## config.mk

```make
export PLATFORM = sky130hd
export DESIGN_NAME = layered_display_compositor_flat
export DESIGN_NICKNAME = d
export VERILOG_FILES = /design/src/rtl/layered_display_compositor_if.sv /design/src/rtl/layered_display_compositor.sv /design/src/flat_wrapper.sv
export SDC_FILE = /design/constraint.sdc
export NUM_CORES = 1
export LEC_CHECK = 0
export ABC_AREA = 1
export ABC_CLOCK_PERIOD_IN_PS = 5400
export CORE_MARGIN = 4
export CORE_UTILIZATION = 35
export DETAILED_ROUTE_END_ITERATION = 8
export MAX_ROUTING_LAYER = met4
export PLACE_DENSITY = 0.68
export REMOVE_ABC_BUFFERS = 1
export SYNTH_ARGS = -nofsm -noshare
export SYNTH_HDL_FRONTEND = slang
export SYNTH_SLANG_ARGS = --single-unit
export TNS_END_PERCENT = 50
```

## constraint.sdc

```tcl
create_clock -name clk_in -period 5.4 [get_ports clk_in]
set_input_delay 0.81 -clock clk_in [delete_from_list [all_inputs] [get_ports clk_in]]
set_output_delay 0.81 -clock clk_in [all_outputs]
set_load 0.03 [all_outputs]
```

## src/rtl/layered_display_compositor_if.sv

```systemverilog
// Video/control bus of the layered display compositor.
// Groups every non-clock, non-reset signal of the compositor so the producer side and the
// compositor share one typed bundle.
//   master : drives IR code/strobe, frame pulse, counters, layer/camera/start pixels, health;
//            observes the composited pixel, delayed counters and game mode.
//   slave  : the compositor's view (directions reversed).
interface layered_display_compositor_if #(
  parameter int unsigned NUM_LAYERS = 8
);
  logic [31:0]              ir_in;
  logic                     ir_valid_in;
  logic                     nf_in;
  logic [10:0]              hcount_in;
  logic [9:0]               vcount_in;
  logic [24*NUM_LAYERS-1:0] layer_pixels_in;
  logic [NUM_LAYERS-1:0]    layer_en_in;
  logic [23:0]              start_pixel_in;
  logic [23:0]              camera_pixel_in;
  logic                     camera_en_in;
  logic [2:0]               player_health_in;
  logic [2:0]               opponent_health_in;
  logic [23:0]              pixel_out;
  logic [10:0]              hcount_out;
  logic [9:0]               vcount_out;
  logic [1:0]               mode_out;

  modport master (
    output ir_in, ir_valid_in, nf_in, hcount_in, vcount_in, layer_pixels_in, layer_en_in,
           start_pixel_in, camera_pixel_in, camera_en_in, player_health_in,
           opponent_health_in,
    input  pixel_out, hcount_out, vcount_out, mode_out
  );

  modport slave (
    input  ir_in, ir_valid_in, nf_in, hcount_in, vcount_in, layer_pixels_in, layer_en_in,
           start_pixel_in, camera_pixel_in, camera_en_in, player_health_in,
           opponent_health_in,
    output pixel_out, hcount_out, vcount_out, mode_out
  );
endinterface

```

## src/rtl/layered_display_compositor.sv

```systemverilog
// Layered display compositor.
// Merges NUM_LAYERS colour-keyed sprite layers, a camera feed, a start-screen image and the
// arena border into one 24-bit pixel stream with a 2-cycle, one-pixel-per-cycle pipeline.
// A game-mode FSM (START/GAME/PAUSE/OVER) is driven by IR remote codes and health, and a
// frame-counted damage flash inverts the picture on odd counter frames.
// Ports:
//   clk_in : pixel clock
//   rst_in : synchronous, active-high reset
//   bus    : slave side of layered_display_compositor_if (IR, frame pulse, counters,
//            layer/camera/start pixels, health in; pixel, delayed counters, mode out)
module layered_display_compositor #(
  parameter int unsigned NUM_LAYERS   = 8,
  parameter logic [23:0] KEY_COLOR    = 24'h00_00_00,
  parameter logic [23:0] BG_COLOR     = 24'h00_00_00,
  parameter int unsigned BORDER_X     = 960,
  parameter int unsigned BORDER_Y     = 640,
  parameter logic [31:0] START_CODE_A = 32'h20DF_5BA4,
  parameter logic [31:0] START_CODE_B = 32'h20DF_5AA5,
  parameter logic [31:0] PAUSE_CODE   = 32'h20DF_22DD,
  parameter int unsigned FLASH_FRAMES = 8
) (
  input logic                          clk_in,
  input logic                          rst_in,
  layered_display_compositor_if.slave  bus
);

  localparam logic [10:0] BorderXW = 11'(BORDER_X);
  localparam logic [9:0]  BorderYW = 10'(BORDER_Y);
  localparam logic [7:0]  FlashInit = 8'(FLASH_FRAMES);

  typedef enum logic [1:0] {
    StStart = 2'd0,
    StGame  = 2'd1,
    StPause = 2'd2,
    StOver  = 2'd3
  } mode_e;

  // Game state
  mode_e      r_mode;
  logic [7:0] r_flash_cnt;
  logic [2:0] r_prev_health;

  // Stage 1
  logic [24*NUM_LAYERS-1:0] r_s1_layers;
  logic [NUM_LAYERS-1:0]    r_s1_en;
  logic [23:0]              r_s1_start;
  logic [23:0]              r_s1_cam;
  logic                     r_s1_cam_en;
  logic                     r_s1_border;
  mode_e                    r_s1_mode;
  logic [10:0]              r_s1_h;
  logic [9:0]               r_s1_v;

  // Stage 2
  logic [23:0] r_pixel;
  logic [10:0] r_h_out;
  logic [9:0]  r_v_out;

  logic        w_border;
  logic        w_start_code;
  logic        w_pause_code;
  logic        w_dead;
  logic [23:0] w_sel;
  logic [23:0] w_game_px;
  logic [23:0] w_mode_px;

  assign w_border = ((bus.hcount_in == BorderXW) && (bus.vcount_in <= BorderYW)) ||
                    ((bus.vcount_in == BorderYW) && (bus.hcount_in <= BorderXW));

  assign w_start_code = bus.ir_valid_in &&
                        ((bus.ir_in == START_CODE_A) || (bus.ir_in == START_CODE_B));
  assign w_pause_code = bus.ir_valid_in && (bus.ir_in == PAUSE_CODE);
  assign w_dead       = (bus.player_health_in == 3'd0) || (bus.opponent_health_in == 3'd0);

  // Mode FSM and damage-flash counter. The counter only runs in GAME and is zeroed on
  // every exit from GAME, so PAUSE/OVER never show an inverted frame.
  always_ff @(posedge clk_in) begin
    if (rst_in) begin
      r_mode        <= StStart;
      r_flash_cnt   <= 8'd0;
      // Track the live health so the first frame after reset never flashes.
      r_prev_health <= bus.player_health_in;
    end else begin
      if (bus.nf_in) begin
        r_prev_health <= bus.player_health_in;
      end
      case (r_mode)
        StStart: begin
          if (w_start_code) r_mode <= StGame;
        end
        StGame: begin
          if (bus.nf_in && w_dead) begin
            r_mode      <= StOver;
            r_flash_cnt <= 8'd0;
          end else if (w_pause_code) begin
            r_mode      <= StPause;
            r_flash_cnt <= 8'd0;
          end else if (bus.nf_in) begin
            // Reload takes priority over the per-frame decrement.
            if (bus.player_health_in < r_prev_health) begin
              r_flash_cnt <= FlashInit;
            end else if (r_flash_cnt != 8'd0) begin
              r_flash_cnt <= r_flash_cnt - 8'd1;
            end
          end
        end
        StPause: begin
          if (w_pause_code) r_mode <= StGame;
        end
        StOver: begin
          if (w_start_code) r_mode <= StStart;
        end
        default: r_mode <= StStart;
      endcase
    end
  end

  // Stage 1: capture the pixel inputs together with the mode in force for this pixel.
  always_ff @(posedge clk_in) begin
    if (rst_in) begin
      r_s1_layers <= '0;
      r_s1_en     <= '0;
      r_s1_start  <= 24'd0;
      r_s1_cam    <= 24'd0;
      r_s1_cam_en <= 1'b0;
      r_s1_border <= 1'b0;
      r_s1_mode   <= StStart;
      r_s1_h      <= 11'd0;
      r_s1_v      <= 10'd0;
    end else begin
      r_s1_layers <= bus.layer_pixels_in;
      r_s1_en     <= bus.layer_en_in;
      r_s1_start  <= bus.start_pixel_in;
      r_s1_cam    <= bus.camera_pixel_in;
      r_s1_cam_en <= bus.camera_en_in;
      r_s1_border <= w_border;
      r_s1_mode   <= r_mode;
      r_s1_h      <= bus.hcount_in;
      r_s1_v      <= bus.vcount_in;
    end
  end

  // Priority select: walk from the lowest-priority layer upward so index 0 wins last.
  always_comb begin
    w_sel = r_s1_cam_en ? r_s1_cam : BG_COLOR;
    for (int i = int'(NUM_LAYERS) - 1; i >= 0; i--) begin
      if (r_s1_en[i] && (r_s1_layers[24*i +: 24] != KEY_COLOR)) begin
        w_sel = r_s1_layers[24*i +: 24];
      end
    end
    if (r_s1_border) begin
      w_sel = 24'hFF_FF_FF;
    end
  end

  assign w_game_px = r_flash_cnt[0] ? ~w_sel : w_sel;

  always_comb begin
    w_mode_px = w_game_px;
    case (r_s1_mode)
      StStart: w_mode_px = r_s1_start;
      StGame:  w_mode_px = w_game_px;
      StPause: w_mode_px = {1'b0, w_sel[23:17], 1'b0, w_sel[15:9], 1'b0, w_sel[7:1]};
      StOver:  w_mode_px = {2'b0, w_sel[23:18], 2'b0, w_sel[15:10], 2'b0, w_sel[7:2]};
      default: w_mode_px = w_game_px;
    endcase
  end

  // Stage 2
  always_ff @(posedge clk_in) begin
    if (rst_in) begin
      r_pixel <= 24'd0;
      r_h_out <= 11'd0;
      r_v_out <= 10'd0;
    end else begin
      r_pixel <= w_mode_px;
      r_h_out <= r_s1_h;
      r_v_out <= r_s1_v;
    end
  end

  assign bus.pixel_out  = r_pixel;
  assign bus.hcount_out = r_h_out;
  assign bus.vcount_out = r_v_out;
  assign bus.mode_out   = r_mode;

endmodule
```

## src/flat_wrapper.sv

```systemverilog
// flat-port wrapper written by rule: the top's interface ports become plain ports
module layered_display_compositor_flat 
#(
  parameter int unsigned NUM_LAYERS   = 8,
  parameter logic [23:0] KEY_COLOR    = 24'h00_00_00,
  parameter logic [23:0] BG_COLOR     = 24'h00_00_00,
  parameter int unsigned BORDER_X     = 960,
  parameter int unsigned BORDER_Y     = 640,
  parameter logic [31:0] START_CODE_A = 32'h20DF_5BA4,
  parameter logic [31:0] START_CODE_B = 32'h20DF_5AA5,
  parameter logic [31:0] PAUSE_CODE   = 32'h20DF_22DD,
  parameter int unsigned FLASH_FRAMES = 8
)
  (clk_in, rst_in, bus_ir_in, bus_ir_valid_in, bus_nf_in, bus_hcount_in, bus_vcount_in, bus_layer_pixels_in, bus_layer_en_in, bus_start_pixel_in, bus_camera_pixel_in, bus_camera_en_in, bus_player_health_in, bus_opponent_health_in, bus_pixel_out, bus_hcount_out, bus_vcount_out, bus_mode_out);
  layered_display_compositor_if #(.NUM_LAYERS(NUM_LAYERS)) bus_i ();
  input logic clk_in;
  input logic rst_in;
  input wire logic [$bits(bus_i.ir_in)-1:0] bus_ir_in;
  input wire logic [$bits(bus_i.ir_valid_in)-1:0] bus_ir_valid_in;
  input wire logic [$bits(bus_i.nf_in)-1:0] bus_nf_in;
  input wire logic [$bits(bus_i.hcount_in)-1:0] bus_hcount_in;
  input wire logic [$bits(bus_i.vcount_in)-1:0] bus_vcount_in;
  input wire logic [$bits(bus_i.layer_pixels_in)-1:0] bus_layer_pixels_in;
  input wire logic [$bits(bus_i.layer_en_in)-1:0] bus_layer_en_in;
  input wire logic [$bits(bus_i.start_pixel_in)-1:0] bus_start_pixel_in;
  input wire logic [$bits(bus_i.camera_pixel_in)-1:0] bus_camera_pixel_in;
  input wire logic [$bits(bus_i.camera_en_in)-1:0] bus_camera_en_in;
  input wire logic [$bits(bus_i.player_health_in)-1:0] bus_player_health_in;
  input wire logic [$bits(bus_i.opponent_health_in)-1:0] bus_opponent_health_in;
  output wire logic [$bits(bus_i.pixel_out)-1:0] bus_pixel_out;
  output wire logic [$bits(bus_i.hcount_out)-1:0] bus_hcount_out;
  output wire logic [$bits(bus_i.vcount_out)-1:0] bus_vcount_out;
  output wire logic [$bits(bus_i.mode_out)-1:0] bus_mode_out;
  assign bus_i.ir_in = bus_ir_in;
  assign bus_i.ir_valid_in = bus_ir_valid_in;
  assign bus_i.nf_in = bus_nf_in;
  assign bus_i.hcount_in = bus_hcount_in;
  assign bus_i.vcount_in = bus_vcount_in;
  assign bus_i.layer_pixels_in = bus_layer_pixels_in;
  assign bus_i.layer_en_in = bus_layer_en_in;
  assign bus_i.start_pixel_in = bus_start_pixel_in;
  assign bus_i.camera_pixel_in = bus_camera_pixel_in;
  assign bus_i.camera_en_in = bus_camera_en_in;
  assign bus_i.player_health_in = bus_player_health_in;
  assign bus_i.opponent_health_in = bus_opponent_health_in;
  assign bus_pixel_out = bus_i.pixel_out;
  assign bus_hcount_out = bus_i.hcount_out;
  assign bus_vcount_out = bus_i.vcount_out;
  assign bus_mode_out = bus_i.mode_out;
  layered_display_compositor #(.NUM_LAYERS(NUM_LAYERS), .KEY_COLOR(KEY_COLOR), .BG_COLOR(BG_COLOR), .BORDER_X(BORDER_X), .BORDER_Y(BORDER_Y), .START_CODE_A(START_CODE_A), .START_CODE_B(START_CODE_B), .PAUSE_CODE(PAUSE_CODE), .FLASH_FRAMES(FLASH_FRAMES)) u_core (.clk_in(clk_in), .rst_in(rst_in), .bus(bus_i));
endmodule
```

Yosys cells after proc, flatten, opt, wreduce, memory -nomap -nowiden:

Index checks and enable logic that the tools add are counted.

* logic and storage cells: 94
* register bits after elaboration: 331
* input port bits: 312
* output and inout bits: 47

* eq/ne operators: 15
* bitwise gates (word level): 1
* order comparisons: 3
* $add $sub $neg: 1
* reductions and logical operators: 34
* muxes and demuxes: 25

Operator list (count)
* $mux 24: 11
* $reduce_bool 24->1: 8
* $eq 32x30->1 const B: 3
* $pmux 24 s4: 1
* $mux 8: 5
* $not 24->24: 1
* $logic_and 1x1->1: 13
* $eq 11x10->1 const B: 1
* $le 11x10->1 const B: 1
* $eq 10x10->1 const B: 1
* $le 10x10->1 const B: 1
* $mux 2: 5
* $eq 2x2->1 const B: 4
* $pmux 2 s4: 1
* $reduce_bool 8->1: 1
* $sub 8x1->8 const B: 1
* $logic_not 3->1: 2
* $mux 3: 2
* $ne 2x1->1 const B: 3
* $eq 2x1->1 const B: 2
* $logic_not 2->1: 2
* $reduce_and 4->1: 1
* $reduce_bool 4->1: 1
* $logic_or 1x1->1: 3
* other kinds (5): 5

Longest topological paths before layout:

* word-level depth: 14
* depth in mapped cells: 21
* mapped depth without buffers: 21

Worst setup path before layout:

No wires, ideal clock.

* path kind: input to register
* start point: input port bus_player_health_in[1]
* end point: register u_core.r_flash_cnt[7]
* setup time: 131 ps
* required time: 5269 ps
* arrival time: 2277 ps
* buffers on the path: 0
* cell stages on the path: 11
* slack: 2993 ps
* path through: ha_1 > a21o_1 > a21oi_1 > o21ai_0 > nand2_1 > nand2_1 > inv_1 > nand2_1 > nor3_1 > xnor2_1 > nor2_1

* word-level cells in the longest chain between the ends: 5
* elaborated cells between the ends (all ways): 11
* those cells by class: 1 x order compare; 4 x mux; 6 x reduce/logical

Ends and longest elaborated chain
* start: declaration: RTL line flat_wrapper.sv:28 `input wire logic [$bits(bus_i.player_health_in)-1:0] bus_player_health_in;`
* $lt 3x3->1 / $logic_not 3->1 (equally long branches): RTL line layered_display_compositor.sv:100, layered_display_compositor.sv:73
* $mux 8 / $logic_or 1x1->1 (equally long branches): RTL line layered_display_compositor.sv:100, layered_display_compositor.sv:73
* $mux 8 / $logic_and 1x1->1 (equally long branches): RTL line layered_display_compositor.sv:98, layered_display_compositor.sv:92
* $mux 8 (tied with other cells): RTL line layered_display_compositor.sv:95 `end else if (w_pause_code) begin`
* $mux 8 / $reduce_and 3->1 (equally long branches)
* end signal: assignment: RTL line layered_display_compositor.sv:101 `r_flash_cnt <= FlashInit;`
* end signal: assignment: RTL line layered_display_compositor.sv:103 `r_flash_cnt <= r_flash_cnt - 8'd1;`
* end: declaration: RTL line layered_display_compositor.sv:40 `logic [7:0] r_flash_cnt;`

Parallel ways exist; a longest one is shown, timed or not. The select of a mux whose other input is x is not followed.
A chain may end at the register's enable or synchronous reset.

Final worst setup path:

* start point: register u_core.r_s1_layers[145]
* end point: register u_core.r_pixel[1] (netlist: u_core.bus.pixel_out[1])

* word-level cells in the longest chain between the ends: 13

Ends and longest elaborated chain
* start: declaration: RTL line layered_display_compositor.sv:44 `logic [24*NUM_LAYERS-1:0] r_s1_layers;`
* start signal: assignment: RTL line layered_display_compositor.sv:131 `r_s1_layers <= bus.layer_pixels_in;`
* $reduce_bool 24->1: RTL line layered_display_compositor.sv:147 `if (r_s1_en[i] && (r_s1_layers[24*i +: 24] != KEY_COLOR)) begin`
* $logic_and 1x1->1: RTL line layered_display_compositor.sv:147
* $mux 24 * (7 in a row): RTL line layered_display_compositor.sv:147
* $mux 24 *: RTL line layered_display_compositor.sv:151 `if (r_s1_border) begin`
* $not 24->24: RTL line layered_display_compositor.sv:156 `assign w_game_px = r_flash_cnt[0] ? ~w_sel : w_sel;`
* $mux 24: RTL line layered_display_compositor.sv:156
* $pmux 24 s4 *: RTL line layered_display_compositor.sv:160 `case (r_s1_mode)`
* end signal: assignment: RTL line layered_display_compositor.sv:176 `r_pixel <= w_mode_px;`
* end: declaration: RTL line layered_display_compositor.sv:55 `logic [23:0] r_pixel;`

Mark *: on every way between the ends. The rest lies on a longest branch, timed or not.

==> results.json <==
{
  "powerDensity_mw_per_mm2": 302,
  "start_util_pct": 35.4,
  "cts_made_buffers": 37,
  "dp_slack_ns": 1.94,
  "synth_top_area_share_pct": 46.5,
  "timing.setup.tns_ns": 0,
  "crit_chain": "nor2_1 -> nand2_1 -> nor2_1 -> nand3_1 -> nand2_1 -> inv_1 -> nand2_1 -> nand2_1 -> inv_1 -> o21ai_1 -> nand2_1 -> nand2_1 -> nand2_1 -> nand2_1 -> nand2_1 -> nand2_1 -> nand2_1 -> nand2_1 -> nor2_1 -> a21oi_1",
  "startpoint_type": "flop",
  "synth_compound_area_share_pct": 5.96,
  "grt_max_degree": 139,
  "cts_tree": "yes",
  "synthMuxAreaShare_pct": 0,
  "grt_overflow_total": 0,
  "routabilityCongestion": 0.918,
  "postCtsSetupRepairBufs": 0,
  "clkSlewWorstSetupHoldPaths_ns": 0.06,
  "p_leak_nw": 9.63,
  "ys.flop_type": "dfxtp_1",
  "fin_ws_ns": 1.84,
  "drtIter0Drc": 1050,
  "run_status": "complete, no violations",
  "synth_area_leader_cell": "dfxtp_1",
  "ys_types": 41,
  "worst_clock_skew_ns": 0.0150,
  "crit_path_max_fanout": 35,
  "hold_viol": 0,
  "avgRoutedWirePerCell_um": 14.3,
  "path_depth": 20,
  "drt_wl_total_um": 42700,
  "rows": 73,
  "setup_viol": 0,
  "numPortBuffers": 358,
  "htreeDepth": 2,
  "fin_crit_ns": 3.56,
  "cts.sinks": 331,
  "slowest_delay_ns": 1.01,
  "vias": 13300,
  "layout-drive-gt1-share_pct": 3.48,
  "grt_pass1_wl_um": 66600,
  "cts.path.max_buffers": 3,
  "slew_violations": 0,
  "yosysWarnings": 0,
  "io_pins": 359,
  "die_width_um": 209,
  "placed_cells": 2930,
  "rsz0062_at_grt": "false",
  "synth_edf_count": 3,
  "grt_pass1_vias": 13100,
  "whs_path_depth": 2,
  "grt_usage_pct": 19.2,
  "cp_data_arrival_time_ns": 3.95,
  "fin_cells": 2995,
  "ys_top_cells_by_area": "dfxtp_1 47%, inv_1 13%, nand2_1 12%",
  "final_area_mm2": 0.0192,
  "synth_seq_cells": 331,
  "worst_pin_slew_ns": 1.24,
  "synth-adder-area-share_pct": 0.266,
  "ir_drop_mv": 0.199,
  "place_area_mm2": 0.0180,
  "syn_area_per_cell_um2": 6.64,
  "critPathCaptureType": "flop",
  "hp-class": "reg -> reg",
  "drtPass1Iterations": 6,
  "fmax_mhz": 281,
  "synthXorXnorAreaFrac_pct": 0.186,
  "fin_util_pct": 48.2,
  "cts_hold_buf": 0,
  "synthMostInstantiatedCell": "inv_1",
  "detail-route-antenna-nets": 0,
  "slowest_stage": "nand2_1",
  "nets": 2759,
  "area.growth.synth_to_final_pct": 36.0,
  "cp.required_ns": 5.80,
  "vias_per_cell": 4.43,
  "cts_resized": 0,
  "crit_family": "simple AND/OR/NAND/NOR gates",
  "worstRegToRegCells": 20,
  "grt_antenna_before_repair": 2,
  "dieArea_mm2": 0.0436,
  "fp.dieH_um": 209,
  "relSlewSlack_pct": 17.2,
  "fin_crit_sh_pct": 65.9,
  "yosysSeqAreaShare_pct": 47.2,
  "syn_inst": 2126,
  "async_flop_share_pct": 0,
  "drv_cap": 0,
  "synth_area_mm2": 0.0141,
  "cts_root_buffer": "clkbuf_16",
  "hpwl_um": 33100,
  "cpMostUsedCell": "nand2_1",
  "worst_skew_pair.late_latency_ns": 0.52,
  "synthSimpleGateAreaFrac_pct": 30.5,
  "synth_commonest_cells": "487 x inv_1, 438 x nand2_1, 405 x nor2_1",
  "core_area_mm2": 0.0398,
  "cp_num_buf_inv": 2,
  "critPathKind": "reg -> reg",
  "synth_top_family_by_area": "simple AND/OR/NAND/NOR gates",
  "drcViolationCount": 0
}
path summary, 6_finish.rpt:
path | from | to | slack [ns]
worst max-delay path | u_core.r_s1_layers[145] | u_core.bus.pixel_out[1] | 1.84
worst min-delay path | u_core.r_s1_v[4] | u_core.bus.vcount_out[4] | 0.40
worst max register to register | u_core.r_s1_layers[145] | u_core.bus.pixel_out[1] | 1.84
worst min register to register | u_core.r_s1_v[4] | u_core.bus.vcount_out[4] | 0.40
worst register-to-register path, cell delays in order, from the launching register on:
cell and delay, ns:
dfxtp_1 0.32, nor2_1 0.10, nand2_1 0.07, nor2_1 0.17, nand3_1 0.41, nand2_1 1.01
inv_1 0.23, nand2_1 0.12, nand2_1 0.05, inv_1 0.08, o21ai_1 0.07, nand2_1 0.10
nand2_1 0.06, nand2_1 0.08, nand2_1 0.06, nand2_1 0.11, nand2_1 0.09, nand2_1 0.09
nand2_1 0.05, nor2_1 0.10, a21oi_1 0.07
sequential cells by signal (all words and copies together), names as in the netlist, 10 cells and up:
name                   flops
u_core.r_s1_layers       192
u_core.r_s1_h             11
u_core.bus.hcount_out     11
u_core.r_s1_cam           24
u_core.r_s1_start         24
u_core.bus.pixel_out      24
u_core.r_s1_v             10
u_core.bus.vcount_out     10
power breakdown:
| part | switching, mW | internal (mW) | total (mW) |
|---|---|---|---|
| registers | 0.0595 | 2.57 | 2.63 |
| clock network | 0.972 | 1.43 | 2.41 |
| logic | 0.391 | 0.368 | 0.759 |
| total | 1.42 | 4.37 | 5.80 |
layout make-up:
cell class | instances | area (um2)
Antenna cell | 2 | 5.00
Clock buffer | 51 | 1070
Clock inverter | 12 | 100
Fill cell | 4059 | 20600
Inverter | 495 | 1860
Multi-Input combinational cell | 1215 | 5210
Sequential cell | 331 | 6660
Tap cell | 525 | 657
Timing Repair Buffer | 364 | 3630
through the flow:
| stage | power [mW] | hold WS (ns) |
|---|---|---|
| 2_1_floorplan | 3.02 | 0.388 |
| 3_3_place_gp | 3.43 | 0.389 |
| 3_5_place_dp | 3.44 | 0.395 |
| 4_1_cts | 5.86 | 0.402 |
| 5_1_grt | 6.06 | 0.414 |
| 6_report | 5.80 | 0.398 |
kinds of logic after synthesis:
group                    after synthesis
AO/OA/AOI/OAI                        161
XOR/XNOR                               3
adder cells (fa/ha/maj)                3
buffers and inverters                580
flip-flops                           331
AND/OR/NAND/NOR                     1048
placed cells by master (no fill, tap or decap), types with 2 or more instances in the layout:
| cell type | synthesis | layout |
|---|---|---|
| nand3_1 | 128 | 128 |
| clkinv_4 | 0 | 3 |
| nor3_1 | 11 | 11 |
| diode_2 | 0 | 2 |
| dfxtp_1 | 328 | 328 |
| ha_1 | 3 | 3 |
| a22oi_1 | 2 | 2 |
| a21boi_0 | 2 | 2 |
| edfxtp_1 | 3 | 3 |
| nand2_2 | 11 | 11 |
| nor2_1 | 405 | 405 |
| clkbuf_16 | 0 | 39 |
| inv_1 | 487 | 487 |
| nor3b_1 | 2 | 2 |
| nand4_1 | 15 | 15 |
| or2_2 | 8 | 8 |
| clkinv_1 | 8 | 8 |
| o21ai_0 | 107 | 107 |
| xnor2_1 | 2 | 2 |
| clkbuf_1 | 51 | 7 |
| o21ai_1 | 6 | 6 |
| o211ai_1 | 2 | 2 |
| clkinv_2 | 0 | 7 |
| buf_4 | 2 | 6 |
| a31oi_1 | 2 | 2 |
| clkdlybuf4s50_1 | 0 | 357 |
| nor4_1 | 16 | 16 |
| nand2_1 | 438 | 438 |
| a21oi_1 | 34 | 34 |
| nand3b_1 | 9 | 9 |
| clkbuf_8 | 0 | 5 |
per-layer routing:
layer	wire [um]	up-vias	global-route usage, %
met4	960	0	4.95
met3	2160	66	2.75
met1	19200	5934	25.1
met2	20400	382	31.7
met5	0	-	-
li1	-	6876	-
Note: power is estimated with default switching activity, not from simulation.
